[src/rtl/sram_arbiter.sv]
// Two-master arbiter for the shared async SRAM: the CPU (stalled via RDY) and a DMA master.
// Optional macro ARB_ROUND_ROBIN_EN swaps fixed priority + starvation override for round robin.
module sram_arbiter #(
    parameter int WAIT_STATES  = 1,
    parameter int STARVE_LIMIT = 8
) (
    input  logic        clk,
    input  logic        reset,
    input  logic        cpu_req,
    input  logic        cpu_we,
    input  logic [15:0] cpu_addr,
    input  logic [7:0]  cpu_wdata,
    output logic [7:0]  cpu_rdata,
    output logic        cpu_rdy,
    input  logic        dma_req,
    input  logic        dma_we,
    input  logic [15:0] dma_addr,
    input  logic [7:0]  dma_wdata,
    output logic [7:0]  dma_rdata,
    output logic        dma_ack,
    output logic [15:0] sram_addr,
    output logic [7:0]  sram_dout,
    input  logic [7:0]  sram_din,
    output logic        sram_oe,
    output logic        sram_we
);

    localparam logic [1:0] ST_IDLE   = 2'd0;
    localparam logic [1:0] ST_ACCESS = 2'd1;
    localparam logic [1:0] ST_DONE   = 2'd2;
    localparam logic       OWN_CPU   = 1'b0;
    localparam logic       OWN_DMA   = 1'b1;
    localparam logic [3:0] WAIT_LOAD = 4'(WAIT_STATES);

    logic [1:0]  state_q, state_d;
    logic        owner_q, owner_d;
    logic [15:0] addr_q, addr_d;
    logic        we_q, we_d;
    logic [7:0]  wdata_q, wdata_d;
    logic [3:0]  wcnt_q, wcnt_d;
    logic [7:0]  cpu_rdata_q, cpu_rdata_d;
    logic [7:0]  dma_rdata_q, dma_rdata_d;
    logic        grant_dma;
    logic        in_idle, in_access, in_done;

    assign in_idle   = (state_q == ST_IDLE);
    assign in_access = (state_q == ST_ACCESS);
    assign in_done   = (state_q == ST_DONE);

`ifdef ARB_ROUND_ROBIN_EN
    logic last_owner_q, last_owner_d;

    // On a tie, whoever was not served last wins.
    always_comb begin
        grant_dma    = dma_req & (~cpu_req | (last_owner_q == OWN_CPU));
        last_owner_d = last_owner_q;
        if (in_idle && (cpu_req || dma_req)) begin
            last_owner_d = grant_dma;
        end
    end

    always_ff @(posedge clk) begin
        if (reset) begin
            last_owner_q <= OWN_DMA;
        end else begin
            last_owner_q <= last_owner_d;
        end
    end
`else
    localparam logic [7:0] STARVE_LIM = 8'(STARVE_LIMIT);
    logic [7:0] scnt_q, scnt_d;

    // scnt counts cycles the DMA spends waiting behind the CPU; at the limit the DMA wins.
    always_comb begin
        grant_dma = dma_req & (~cpu_req | (scnt_q >= STARVE_LIM));
        scnt_d    = scnt_q;
        if (!dma_req || (in_idle && grant_dma)) begin
            scnt_d = 8'd0;
        end else if (!(!in_idle && owner_q == OWN_DMA) && scnt_q != 8'hFF) begin
            scnt_d = scnt_q + 8'd1;
        end
    end

    always_ff @(posedge clk) begin
        if (reset) begin
            scnt_q <= 8'd0;
        end else begin
            scnt_q <= scnt_d;
        end
    end
`endif

    always_comb begin
        state_d     = state_q;
        owner_d     = owner_q;
        addr_d      = addr_q;
        we_d        = we_q;
        wdata_d     = wdata_q;
        wcnt_d      = wcnt_q;
        cpu_rdata_d = cpu_rdata_q;
        dma_rdata_d = dma_rdata_q;
        case (state_q)
            ST_IDLE: begin
                if (cpu_req || dma_req) begin
                    owner_d = grant_dma;
                    addr_d  = grant_dma ? dma_addr  : cpu_addr;
                    we_d    = grant_dma ? dma_we    : cpu_we;
                    wdata_d = grant_dma ? dma_wdata : cpu_wdata;
                    wcnt_d  = WAIT_LOAD;
                    state_d = ST_ACCESS;
                end
            end
            ST_ACCESS: begin
                if (wcnt_q == 4'd0) begin
                    if (!we_q) begin
                        if (owner_q == OWN_DMA) begin
                            dma_rdata_d = sram_din;
                        end else begin
                            cpu_rdata_d = sram_din;
                        end
                    end
                    state_d = ST_DONE;
                end else begin
                    wcnt_d = wcnt_q - 4'd1;
                end
            end
            ST_DONE: state_d = ST_IDLE;
            default: state_d = ST_IDLE;
        endcase
    end

    always_ff @(posedge clk) begin
        if (reset) begin
            state_q     <= ST_IDLE;
            owner_q     <= OWN_CPU;
            addr_q      <= 16'd0;
            we_q        <= 1'b0;
            wdata_q     <= 8'd0;
            wcnt_q      <= 4'd0;
            cpu_rdata_q <= 8'd0;
            dma_rdata_q <= 8'd0;
        end else begin
            state_q     <= state_d;
            owner_q     <= owner_d;
            addr_q      <= addr_d;
            we_q        <= we_d;
            wdata_q     <= wdata_d;
            wcnt_q      <= wcnt_d;
            cpu_rdata_q <= cpu_rdata_d;
            dma_rdata_q <= dma_rdata_d;
        end
    end

    // Write data stays driven through DONE to give the SRAM hold time after WE falls.
    assign sram_addr = addr_q;
    assign sram_dout = wdata_q;
    assign sram_we   = in_access & we_q;
    assign sram_oe   = (in_access | in_done) & we_q;
    assign cpu_rdata = cpu_rdata_q;
    assign dma_rdata = dma_rdata_q;
    assign cpu_rdy   = ~cpu_req | (in_done & (owner_q == OWN_CPU));
    assign dma_ack   = in_done & (owner_q == OWN_DMA);

endmodule

[config.mk]
export PLATFORM = sky130hd
export DESIGN_NAME = sram_arbiter
export DESIGN_NICKNAME = d
export VERILOG_FILES = /design/src/rtl/sram_arbiter.sv
export SDC_FILE = /design/constraint.sdc
export NUM_CORES = 1
export LEC_CHECK = 0
export ABC_AREA = 0
export CAP_MARGIN = 40
export CORE_MARGIN = 3
export CORE_UTILIZATION = 35
export CTS_BUF_LIST = sky130_fd_sc_hd__clkbuf_8
export DETAILED_ROUTE_END_ITERATION = 7
export GPL_TIMING_DRIVEN = 1
export PLACE_DENSITY = 0.74
export SLEW_MARGIN = 20
export SYNTH_ARGS = -nofsm -noshare
export SYNTH_HDL_FRONTEND = slang
export SYNTH_SLANG_ARGS = --single-unit
export TNS_END_PERCENT = 10
[constraint.sdc]
create_clock -name clk -period 2.9 [get_ports clk]
set_input_delay 0.87 -clock clk [delete_from_list [all_inputs] [get_ports clk]]
set_output_delay 0.87 -clock clk [all_outputs]
set_load 0.05 [all_outputs]
### Word-level counts from Yosys, hierarchy flattened

Cells that the tools add are included.

| operators by class | value |
|---|---|
| reductions and logical operators | 17 |
| eq/ne operators | 6 |
| bitwise gates (word level) | 11 |
| $add $sub $neg | 2 |
| mux-type cells | 9 |
| magnitude comparators | 1 |

Operators with widths:

| kind | count |
|---|---|
| $mux 16 | 1 |
| $add 8x1->8 const B | 1 |
| $ge 8x4->1 const B | 1 |
| $mux 4 | 2 |
| $mux 8 | 1 |
| $ne 8x8->1 const B | 1 |
| $pmux 4 s2 | 1 |
| $reduce_and 4->1 | 2 |
| $and 1x1->1 | 5 |
| $logic_not 4->1 | 1 |
| $mux 2 | 2 |
| $ne 2x1->1 const B | 2 |
| $pmux 2 s2 | 1 |
| $reduce_and 2->1 | 2 |
| $sub 4x1->4 const B | 1 |
| $logic_and 1x1->1 | 3 |
| $logic_not 1->1 | 3 |
| $not 1->1 | 3 |
| $or 1x1->1 | 3 |
| $reduce_and 3->1 | 1 |
| $eq 2x1->1 const B | 1 |
| $eq 2x2->1 const B | 1 |
| $logic_not 2->1 | 1 |
| $logic_or 1x1->1 | 2 |
| 4 further kinds | 4 |

| storage, ports and cells | value |
|---|---|
| logic and storage cells | 55 |
| flip-flop bits (word level) | 56 |
| input bits | 62 |

### Logic depth before layout (Yosys ltp)

| depth | value |
|---|---|
| depth in word-level cells | 6 |
| depth in mapped cells | 8 |

### Worst setup path before layout

OpenSTA, ideal clock, no wires.

| timing | value |
|---|---|
| path kind | register to output |
| from | reg state_q[0] |
| to | out cpu_rdy |
| cell stages (with the launch flop) | 5 |
| arrival time | 1633 ps |
| path slack | 397 ps |
| required time | 2030 ps |
| path buffers | 0 |
| path through | dfxtp_1 -> inv_1 -> ha_1 -> inv_1 -> o21ai_0 |

| between the ends | value |
|---|---|
| word-level cells in the longest chain between the ends | 3 |

RTL lines:

| element | RTL line | source |
|---|---|---|
| from (decl) | 35 | `logic [1:0] state_q, state_d;` |
| from (signal assigned) | 143 | `state_q <= state_d;` |
| $eq 2x2->1 | 48 | `assign in_done = (state_q == ST_DONE);` |
| $and 1x1->1 | 161 | `assign cpu_rdy = ~cpu_req \| (in_done & (owner_q == OWN_CPU));` |
| $or 1x1->1 | 161 |  |
| to (decl) | 14 | `output logic cpu_rdy,` |

No other way between the ends.

### Final worst setup path

| timing | value |
|---|---|
| from | reg state_q[0] |
| to | out dma_ack |

| between the ends | value |
|---|---|
| word-level cells in the longest chain between the ends | 2 |

RTL lines:

| element | RTL line | source |
|---|---|---|
| $eq 2x2->1 | 48 |  |
| $and 1x1->1 | 162 | `assign dma_ack = in_done & (owner_q == OWN_DMA);` |
| to (decl) | 20 | `output logic dma_ack,` |

No other way between the ends.

==> flow_summary.rst <==
.. list-table::
   :header-rows: 1

   * - Metric
     - Value
   * - Status
     - finished, final reports clean
   * - Count of synthesis-stage warnings from yosys
     - 0
   * - Clock H-tree levels
     - 2
   * - Inserted Diodes
     - 0
   * - Clock Tree Root
     - sky130_fd_sc_hd__clkbuf_8
   * - Maximum number of pins on one net before global-route repair
     - 28
   * - Final period demand of the worst path
     - about 2.7 ns
   * - Die span in y
     - about 92 um
   * - Most area-consuming cells after synthesis
     - sky130_fd_sc_hd__dfxtp_1 43%, sky130_fd_sc_hd__a21oi_1 6.7%, sky130_fd_sc_hd__nand2_1 6.5%
   * - Commonest non-fill, non-tap cells in the layout
     - 101 x sky130_fd_sc_hd__clkdlybuf4s50_1, 56 x sky130_fd_sc_hd__dfxtp_1, 45 x sky130_fd_sc_hd__nor2_1, 45 x sky130_fd_sc_hd__nand2_1, 35 x sky130_fd_sc_hd__a21oi_1
   * - Core Region
     - roughly 7000 um^2
   * - Number of enable-type register cells in the synthesized netlist
     - 0
   * - Layout cells sized above 1
     - 0.0780
   * - Category of the most critical setup path
     - flip-flop to output port
   * - Max-slew headroom at the worst pin
     - 0.636
   * - Routed WL
     - about 7000 um
   * - Clk buf depth
     - 2
   * - CTS buffer count
     - 5
   * - Library cell occupying the most area in the post-synthesis netlist
     - sky130_fd_sc_hd__dfxtp_1
   * - Final TNS setup
     - 0 ns
   * - Remaining antenna violation count after routing
     - 0
   * - Setup repair after global routing missed its margin
     - no
   * - GR met1 Demand/Resource
     - 0.204
   * - Post-CTS resize count
     - 0
   * - Via Count
     - between 2,000 and 2,500
   * - Post-route fraction of the period consumed by the critical path
     - 0.931
   * - Smallest setup slack after layout
     - ~0.2 ns
   * - Setup crit end kind
     - output port
   * - FFs w/ async S/R, synth
     - 0
   * - Total gr overflow
     - 0
   * - Cells after Synth
     - roughly 310
   * - Max Cap Viol
     - 0
   * - Placer congestion estimate
     - between 0.7 and 0.8
   * - Initial standard-cell utilization of the core
     - 0.372
   * - Sink Count
     - 56
   * - Busiest layer in global routing
     - met2
   * - Detailed Route Iter0 Violations
     - ~110
   * - Routing usage on met3
     - 0.0520
   * - Post-Synthesis Net Count
     - 379
   * - Routed vias/inst
     - roughly 4.9
   * - DIE AREA
     - between 8000 and 9000 um^2
   * - Worst slack at placement
     - roughly 0.19 ns
   * - Global-route wire length before repair
     - ~11,000 um
   * - TritonRoute pass-1 iters
     - 4
   * - Area share of the leading cell type in the synthesized netlist
     - 0.430
   * - Vias in the first global route
     - 2,383
   * - Mapped cell area
     - between 2000 and 3000 um^2
   * - CP startpoint kind
     - flip-flop
   * - CP Data Arrival Time
     - 1.83 ns
   * - Clock latency reported for the late side of the worst-skew pair
     - slightly above 0.3 ns
   * - Worst Tran Pin Value
     - roughly 0.54 ns
   * - Number of library cell types mapped by synthesis
     - 40
   * - Layout Nets
     - roughly 480
   * - Leakage dissipation
     - roughly 1.5 nW
   * - Number of I/O pins
     - about 110
   * - Share of the yosys chip area belonging to registers
     - 0.430
   * - Antenna violations before repair
     - 0
   * - Remaining design rule violation count
     - 0
   * - Most common library cell in the layout ignoring fill and taps
     - sky130_fd_sc_hd__clkdlybuf4s50_1
   * - Path class of the lowest-slack min-delay path
     - flip-flop to flip-flop
   * - Number of buffers inserted by port buffering
     - ~110
   * - Std cell rows
     - 30
   * - Crit path max fanout
     - 3
   * - HPWL reported at the end of detailed placement
     - just over 5000 um
   * - Total routing usage reported by global routing
     - 0.163
   * - FMAX
     - 370 MHz
   * - Met2 Resource Use GR
     - 0.265
   * - Final setup violating endpoints
     - 0
   * - Count of pins over their slew limit
     - 0
   * - Die Width
     - between 90 and 100 um
   * - Power per cell area
     - between 800 and 900 nW/um^2
   * - Number of post-CTS setup repair buffers
     - 0
   * - Register clock-pin slew on the reported worst setup and hold paths
     - around 0.1 ns
   * - Mean Syn Cell Area
     - between 8 and 9 um^2
   * - Most frequently used flop master after synthesis
     - sky130_fd_sc_hd__dfxtp_1
   * - TritonCTS clock tree
     - yes
   * - Final number of hold-violating endpoints
     - 0
   * - Detailed-route wire length per cell
     - ~14 um
   * - Hold_buf cts
     - 0
   * - Setup skew after layout
     - around 0.004 ns
   * - Required time of the worst setup path
     - around 2.0 ns
   * - Peak supply drop
     - roughly 0.00033 V
   * - Area delta synth->final
     - 47.0%
   * - Number of synthesized register bits
     - 56
-- state kept, by name, summed over array words and instances, names as in the netlist --
register,flops
sram_addr,16
wcnt_q,4
dma_rdata,8
scnt_q,8
owner_q,1
cpu_rdata,8
we_q,1
sram_dout,8
state_q,2
-- metrics by stage --
step	hold WS [ns]	instance area, um^2	cells	total power [W]	util
global placement	0.445	3720	498	0.00262	0.530
finish	0.462	3830	506	0.00315	0.546
floorplan	0.467	2610	311	0.00214	-
detailed placement	0.453	3720	498	0.00265	0.530
global route	0.491	3830	506	0.00335	0.546
CTS	0.468	3830	506	0.00318	0.546
-- cell type report --
| cell class | instances | area [um^2] |
|---|---|---|
| clock buffers | 5 | 68.8 |
| flip-flops and latches | 56 | 1120 |
| well taps | 96 | 120 |
| inverters | 10 | 37.5 |
| multi-input cells | 224 | 1320 |
| fillers | 676 | 3180 |
| repair buffers | 112 | 1120 |
| clock inverters | 3 | 42.5 |
-- cell usage after synthesis, types with 3 or more instances --
cell type                   n
sky130_fd_sc_hd__or3b_2     5
sky130_fd_sc_hd__nor3_1     3
sky130_fd_sc_hd__a211oi_1  22
sky130_fd_sc_hd__nand2b_1   3
sky130_fd_sc_hd__mux2i_1   10
sky130_fd_sc_hd__nor2_1    45
sky130_fd_sc_hd__a211oi_2   3
sky130_fd_sc_hd__a21oi_2    3
sky130_fd_sc_hd__nand2_1   45
sky130_fd_sc_hd__xor2_1     4
sky130_fd_sc_hd__buf_2      5
sky130_fd_sc_hd__and2_1     4
sky130_fd_sc_hd__nand3_1    4
sky130_fd_sc_hd__inv_1     10
sky130_fd_sc_hd__dfxtp_1   56
sky130_fd_sc_hd__clkbuf_1  10
sky130_fd_sc_hd__buf_6      6
sky130_fd_sc_hd__a21oi_1   35
sky130_fd_sc_hd__ha_1       6
sky130_fd_sc_hd__o21ai_0    5
-- critical path: stages, from the launching register on --
cell                              delay [ns]
sky130_fd_sc_hd__dfxtp_1                0.34
sky130_fd_sc_hd__inv_1                  0.08
sky130_fd_sc_hd__ha_1                   0.17
sky130_fd_sc_hd__and2_1                 0.13
sky130_fd_sc_hd__clkdlybuf4s50_1        0.80
-- cell families after synthesis --
kind of cell	share of synthesized area
xor gates and xnor gates	0.0168
muxes	0.0427
and+or+nand+nor	0.206
AOI/OAI and AO/OA	0.212
buffers and inverters	0.0643
DFF	0.430
adders and majority gates	0.0288
-- routing by layer --
layer	wire length (um)	share of wire	vias to the layer above
li1	-	-	1268
met1	3060	0.44	1126
met2	3280	0.47	89
met3	569	0.081	9
met4	131	0.019	0
met5	0	0	-
-- path summary, 6_finish.rpt --
check | from | to | slack [ns] | cells after the start
worst max-delay path | state_q[0]$_SDFFE_PP0P_ | dma_ack | 0.20 | 4
worst min-delay path | cpu_rdata[0]$_SDFFE_PP0P_ | cpu_rdata[0]$_SDFFE_PP0P_ | 0.46 | 2
worst max register to register | state_q[1]$_SDFFE_PP0P_ | dma_rdata[0]$_SDFFE_PP0P_ | 0.88 | 6
worst min register to register | cpu_rdata[0]$_SDFFE_PP0P_ | cpu_rdata[0]$_SDFFE_PP0P_ | 0.46 | 2
-- power breakdown --
group          switching, W  internal, W
Sequential         0.000109     0.000937
Combinational      0.000989     0.000596
Clock              0.000263     0.000256
(Power assumes the default switching activity.)
